## src/rtl/video_pattern_gen.sv

```systemverilog
//------------------------------------------------------------------------------
// Module      : video_pattern_gen
// Description : Raster test-pattern source (solid, ramp, pulse, checker) on an
//               AXI-Stream style pixel interface.
// Revision    : 1.0 - initial release
//------------------------------------------------------------------------------
`default_nettype none

module video_pattern_gen #(
  parameter int PIXEL_WIDTH = 8,
  parameter int CH_COUNT    = 1,
  parameter int DIM_WIDTH   = 12
) (
  input  logic                            p_in_clk,
  input  logic                            p_in_rst,
  input  logic                            p_in_start,
  input  logic                            p_in_cont,
  input  logic [1:0]                      p_in_mode,
  input  logic [DIM_WIDTH-1:0]            p_in_w,
  input  logic [DIM_WIDTH-1:0]            p_in_h,
  input  logic [DIM_WIDTH-1:0]            p_in_cx,
  input  logic [DIM_WIDTH-1:0]            p_in_cy,
  input  logic [PIXEL_WIDTH-1:0]          p_in_val,
  input  logic [3:0]                      p_in_blk,
  output logic [PIXEL_WIDTH*CH_COUNT-1:0] p_out_tdata,
  output logic                            p_out_tvalid,
  input  logic                            p_in_tready,
  output logic                            p_out_tuser,
  output logic                            p_out_tlast,
  output logic                            p_out_busy,
  output logic                            p_out_frame_done
);

  typedef enum logic [0:0] {
    S_IDLE = 1'b0,
    S_RUN  = 1'b1
  } state_t;

  localparam logic [PIXEL_WIDTH-1:0] C_FS     = {PIXEL_WIDTH{1'b1}};
  localparam logic [PIXEL_WIDTH+1:0] C_FS3    = {1'b0, C_FS, 1'b0} + {2'b00, C_FS};
  localparam logic [PIXEL_WIDTH+1:0] C_L1_EXT = C_FS3 >> 2;
  localparam logic [PIXEL_WIDTH+1:0] C_L2_EXT = C_FS3 >> 3;
  localparam logic [PIXEL_WIDTH-1:0] C_LVL1   = C_L1_EXT[PIXEL_WIDTH-1:0];
  localparam logic [PIXEL_WIDTH-1:0] C_LVL2   = C_L2_EXT[PIXEL_WIDTH-1:0];
  localparam logic [PIXEL_WIDTH-1:0] C_LVL3   = C_FS >> 3;

  state_t                 state_q, state_d;
  logic [DIM_WIDTH-1:0]   x_q, x_d, y_q, y_d;
  logic                   frame_done_q, frame_done_d;
  logic                   load_cfg;
  logic [1:0]             mode_q;
  logic [DIM_WIDTH-1:0]   w_q, h_q, cx_q, cy_q;
  logic [PIXEL_WIDTH-1:0] val_q;
  logic [3:0]             blk_q;

  logic                   cfg_ok, last_x, last_y;
  logic [DIM_WIDTH-1:0]   dx;
  logic [DIM_WIDTH-1:0]   cell_x, cell_y;
  logic [PIXEL_WIDTH-1:0] ramp_val, pix;

  assign cfg_ok = (p_in_w != '0) && (p_in_h != '0);
  assign last_x = (x_q == w_q - DIM_WIDTH'(1));
  assign last_y = (y_q == h_q - DIM_WIDTH'(1));

  always_comb begin
    state_d      = state_q;
    x_d          = x_q;
    y_d          = y_q;
    frame_done_d = 1'b0;
    load_cfg     = 1'b0;
    case (state_q)
      S_IDLE: begin
        if (p_in_start && cfg_ok) begin
          load_cfg = 1'b1;
          state_d  = S_RUN;
          x_d      = '0;
          y_d      = '0;
        end
      end
      S_RUN: begin
        if (p_in_tready) begin
          if (last_x) begin
            x_d = '0;
            if (last_y) begin
              y_d          = '0;
              frame_done_d = 1'b1;
              // Continuous mode re-latches config so the next frame starts seamlessly
              if (p_in_cont && cfg_ok) load_cfg = 1'b1;
              else                     state_d  = S_IDLE;
            end else begin
              y_d = y_q + DIM_WIDTH'(1);
            end
          end else begin
            x_d = x_q + DIM_WIDTH'(1);
          end
        end
      end
      default: state_d = S_IDLE;
    endcase
  end

  always_ff @(posedge p_in_clk) begin
    if (p_in_rst) begin
      state_q      <= S_IDLE;
      x_q          <= '0;
      y_q          <= '0;
      frame_done_q <= 1'b0;
      mode_q       <= '0;
      w_q          <= '0;
      h_q          <= '0;
      cx_q         <= '0;
      cy_q         <= '0;
      val_q        <= '0;
      blk_q        <= '0;
    end else begin
      state_q      <= state_d;
      x_q          <= x_d;
      y_q          <= y_d;
      frame_done_q <= frame_done_d;
      if (load_cfg) begin
        mode_q <= p_in_mode;
        w_q    <= p_in_w;
        h_q    <= p_in_h;
        cx_q   <= p_in_cx;
        cy_q   <= p_in_cy;
        val_q  <= p_in_val;
        blk_q  <= p_in_blk;
      end
    end
  end

  generate
    if (PIXEL_WIDTH <= DIM_WIDTH) begin : g_ramp_narrow
      assign ramp_val = x_q[PIXEL_WIDTH-1:0];
    end else begin : g_ramp_wide
      assign ramp_val = {{(PIXEL_WIDTH-DIM_WIDTH){1'b0}}, x_q};
    end
  endgenerate

  assign dx     = (x_q >= cx_q) ? (x_q - cx_q) : (cx_q - x_q);
  assign cell_x = x_q >> blk_q;
  assign cell_y = y_q >> blk_q;

  always_comb begin
    pix = '0;
    case (mode_q)
      2'd0: pix = val_q;
      2'd1: pix = ramp_val;
      2'd2: begin
        // An off-frame centre blanks the whole frame, not just the clipped tail
        if ((cx_q < w_q) && (cy_q < h_q) && (y_q == cy_q)) begin
          if      (dx == DIM_WIDTH'(0)) pix = C_FS;
          else if (dx == DIM_WIDTH'(1)) pix = C_LVL1;
          else if (dx == DIM_WIDTH'(2)) pix = C_LVL2;
          else if (dx == DIM_WIDTH'(3)) pix = C_LVL3;
        end
      end
      default: pix = (cell_x[0] ^ cell_y[0]) ? C_FS : '0;
    endcase
  end

  assign p_out_tvalid     = (state_q == S_RUN);
  assign p_out_busy       = (state_q == S_RUN);
  assign p_out_tuser      = p_out_tvalid && (x_q == '0) && (y_q == '0);
  assign p_out_tlast      = p_out_tvalid && last_x;
  assign p_out_tdata      = p_out_tvalid ? {CH_COUNT{pix}} : '0;
  assign p_out_frame_done = frame_done_q;

endmodule

`default_nettype wire

```

## config.mk

```make
export PLATFORM = sky130hd
export DESIGN_NAME = video_pattern_gen
export DESIGN_NICKNAME = d
export VERILOG_FILES = /design/src/rtl/video_pattern_gen.sv
export SDC_FILE = /design/constraint.sdc
export NUM_CORES = 1
export LEC_CHECK = 0
export ABC_AREA = 1
export BUFFER_PORTS_ARGS = -buffer_cell sky130_fd_sc_hd__buf_4
export CORE_ASPECT_RATIO = 0.5
export CORE_MARGIN = 4
export CORE_UTILIZATION = 55
export DETAILED_ROUTE_END_ITERATION = 7
export PLACE_DENSITY = 0.81
export SETUP_SLACK_MARGIN = 0.3
export SLEW_MARGIN = 20
export SYNTH_ARGS = -nofsm -noshare
export SYNTH_HDL_FRONTEND = slang
export SYNTH_SLANG_ARGS = --single-unit
```

## constraint.sdc

```tcl
create_clock -name p_in_clk -period 7.5 [get_ports p_in_clk]
set_input_delay 1.5 -clock p_in_clk [delete_from_list [all_inputs] [get_ports p_in_clk]]
set_output_delay 1.5 -clock p_in_clk [all_outputs]
set_load 0.02 [all_outputs]
```

==> results.json <==
{
  "status": "complete, no violations",
  "cp.arrival_ns": 3.48,
  "slew_viol_final": 0,
  "min_period_ns": 4.979,
  "worstPathRequired_ns": 6.00,
  "cts.sinks": 88,
  "ys_seq_elements": 88,
  "cts_inserted_buffers": 9,
  "hold_viol_final": 0,
  "port_buffers": 79,
  "timing.final.ws_setup_ns": 2.521,
  "hold_path_startpoint": "blk_q[3]",
  "slew-limit-headroom_pct": 38.32,
  "yosysTopAreaCell": "dfxtp_1",
  "cts_tree": "done",
  "grt_overflow_total": 0,
  "die_x_um": 177.0,
  "pwr_density_cell_mw_per_mm2": 180.4,
  "ioPinCount": 80,
  "setup_violations": 0,
  "clock_skew_ns": 0.01714,
  "synth_top_cell_area_share_pct": 22.42,
  "std_cell_rows": 30,
  "r2r-end": "cx_q[0]",
  "drt-initial-drc-count": 797,
  "r2r_cells": 17,
  "ctsResizeCount": 0,
  "fmax_mhz": 200.9,
  "totalPowerFinal_mw": 1.575,
  "start_util_pct": 57.03,
  "ys_warn_count": 0,
  "die_area_mm2": 0.01638,
  "synth_area_leaders": "dfxtp_1, nand2_1, nand3_1, inv_1, ha_1",
  "r2r_slack_ns": 3.74,
  "clkPwrFrac_pct": 33.0,
  "layout-drive-gt1-share_pct": 8.418,
  "postCtsSetupBuffers": 0,
  "fin_tns_setup_ns": 0,
  "ys_seq_area_share_pct": 22.42,
  "synth_area_per_cell_um2": 5.885,
  "nets": 1493,
  "grt_max_degree": 100,
  "pwr-share-seq_pct": 34.2,
  "power_leakage_nw": 4.408,
  "place_ws_ns": 2.945,
  "path_class": "reg -> out",
  "placeableCoreArea_mm2": 0.01378,
  "die_h_um": 92.51,
  "gp_congestion": 0.9951,
  "post-route-period-util_pct": 66.38,
  "dpl.cell_count": 1554,
  "power_frac_comb_pct": 32.8,
  "worstSkewPairLatency_ns": 0.36,
  "ctsLongestPathBuffers": 2,
  "post-route-drc-count": 0,
  "syn_to_final_growth_pct": 11.13,
  "cap_violations": 0,
  "cp_max_fo": 8,
  "grt_first_pass_wirelength_mm": 39.19,
  "synth.distinct_cells": 42,
  "min_to": "blk_q[3]",
  "irDropWorstVdd_mv": 0.1232,
  "async_reset_ff_share_pct": 0,
  "grtUsageTotal_pct": 29.15,
  "intPower_uw": 982.4,
  "netlist_instances": 1335,
  "antenna_found_initial": 0,
  "vias_per_cell": 5.501,
  "crit_path_end_kind": "primary output",
  "synth_edf_count": 0,
  "antenna_cells": 0,
  "routedWlPerCell_um": 15.17,
  "post-dp-hpwl_mm": 18.13,
  "tightestPinTransition_ns": 0.9252,
  "vias": 8637,
  "whs_path_depth": 2,
  "power.switching_uw": 592.8,
  "start_kind": "flop",
  "drtAntennaViolNets": 0,
  "synth_nets": 1455,
  "grt_pass1_vias": 7766,
  "root_buffer": "clkbuf_16",
  "r2r_start": "w_q[0]",
  "clk_pin_slew_ns": 0.07,
  "synthFlopType": "dfxtp_1",
  "drt_wl_total_mm": 23.81,
  "hold_class": "reg -> reg",
  "ctsHoldBuffers": 0,
  "h-tree-depth": 3,
  "dr.pass1.iters": 5,
  "synth_area_mm2": 0.007856,
  "p_sw_share_pct": 37.63,
  "final_cells": 1570,
  "rsz0062_at_grt": "no"
}
-- state kept, by name (all words and copies together) (netlist names) --
register and count:
blk_q 4, cx_q 12, cy_q 12, h_q 12, mode_q 2, p_out_busy 1
p_out_frame_done 1, val_q 8, w_q 12, x_q 12, y_q 12
-- worst max path at each step --
stage	to	startpoint	slack (ns)	depth (start not counted)
finish	p_out_tdata[1]	x_q[0]	2.52	18
global route	p_out_tdata[1]	x_q[0]	2.23	18
CTS	p_out_tdata[7]	x_q[0]	2.55	18
detailed placement	p_out_tdata[7]	x_q[0]	2.95	18
global placement	p_out_tdata[1]	x_q[0]	3.06	18
floorplan	p_out_tdata[0]	x_q[0]	3.34	17
-- cell usage in the layout (no fill, tap or decap), types with 3 or more instances in the layout --
cell type  instances
xor2_1            19
ha_1              51
nand3_1          154
nand4_1           17
nor2_4             3
a221oi_1           7
o21bai_1           3
o21ai_1           11
nor3_1             7
inv_6              3
xnor2_1            8
o211ai_1           3
buf_4             82
nand2_1          361
o21a_1             7
inv_1            202
o21ai_0           33
dfxtp_1           88
nor2_2             4
nor2_1           142
nor4_1            11
or2_2              4
clkbuf_16          9
nand3b_1           5
a21oi_1          120
-- per-layer routing --
metal / GRT usage [%] / share of wire (%)
met3: 3.263 / 6.7
met5: 0 / 0
met1: 41.91 / 47
met4: 7.529 / 2.2
met2: 46.56 / 44
-- critical path: stages, from the launching register on --
cell	delay, ns
dfxtp_1	0.40
inv_1	0.18
ha_1	0.21
inv_1	0.09
fa_1	0.43
nand2_1	0.08
nand3_1	0.13
nand2_1	0.14
a21oi_1	0.08
nor2_1	0.37
nand2_1	0.13
nand2_1	0.09
nand2_1	0.05
nand2_1	0.06
nand2_1	0.04
nor2_1	0.18
nand2_1	0.16
a21oi_1	0.16
buf_4	0.16
-- Yosys cell counts (11+ instances only) --
library cell / n
a21oi_1: 120
buf_4: 20
clkbuf_1: 14
dfxtp_1: 88
ha_1: 51
inv_1: 202
nand2_1: 361
nand3_1: 154
nand4_1: 17
nor2_1: 142
nor4_1: 11
o21ai_0: 33
o21ai_1: 11
xor2_1: 19
-- stage by stage --
stage | cell area, um2 | util (%) | hold slack [ns]
2_1_floorplan | 7856 | - | 0.4516
3_3_place_gp | 8396 | 60.94 | 0.4679
3_5_place_dp | 8396 | 60.94 | 0.4817
4_1_cts | 8731 | 63.38 | 0.5097
5_1_grt | 8731 | 63.38 | 0.5457
6_report | 8731 | 63.38 | 0.5060
-- power groups by stage --
| stage | combinational [mW] | sequential [mW] | clock [mW] |
|---|---|---|---|
| 2_1_floorplan | 0.395 | 0.528 | 0 |
| 6_report | 0.516 | 0.539 | 0.520 |
| 3_3_place_gp | 0.500 | 0.547 | 0 |
| 3_5_place_dp | 0.505 | 0.548 | 0 |
| 5_1_grt | 0.592 | 0.543 | 0.540 |
| 4_1_cts | 0.509 | 0.537 | 0.523 |
-- kinds of logic (layout without fill, tap and decap cells) --
family / count (synthesis) / after routing / synth area share (%)
adders and majority gates: 53 / 53 / 8.632
xor gates and xnor gates: 27 / 27 / 3.010
DFF: 88 / 88 / 22.42
muxes: 1 / 1 / 0.1274
and+or+nand+nor: 716 / 716 / 38.75
buffers and inverters: 259 / 302 / 13.90
AOI/OAI and AO/OA: 191 / 191 / 13.16
-- cell type report --
cell class / instances / area (um2)
Clock buffer: 9 / 225.2
Clock inverter: 7 / 110.1
Fill cell: 1344 / 5045
Inverter: 204 / 765.7
Multi-Input combinational cell: 988 / 5012
Sequential cell: 88 / 1762
Tap cell: 192 / 240.2
Timing Repair Buffer: 82 / 615.6
Note: power is estimated with default switching activity, not from simulation.
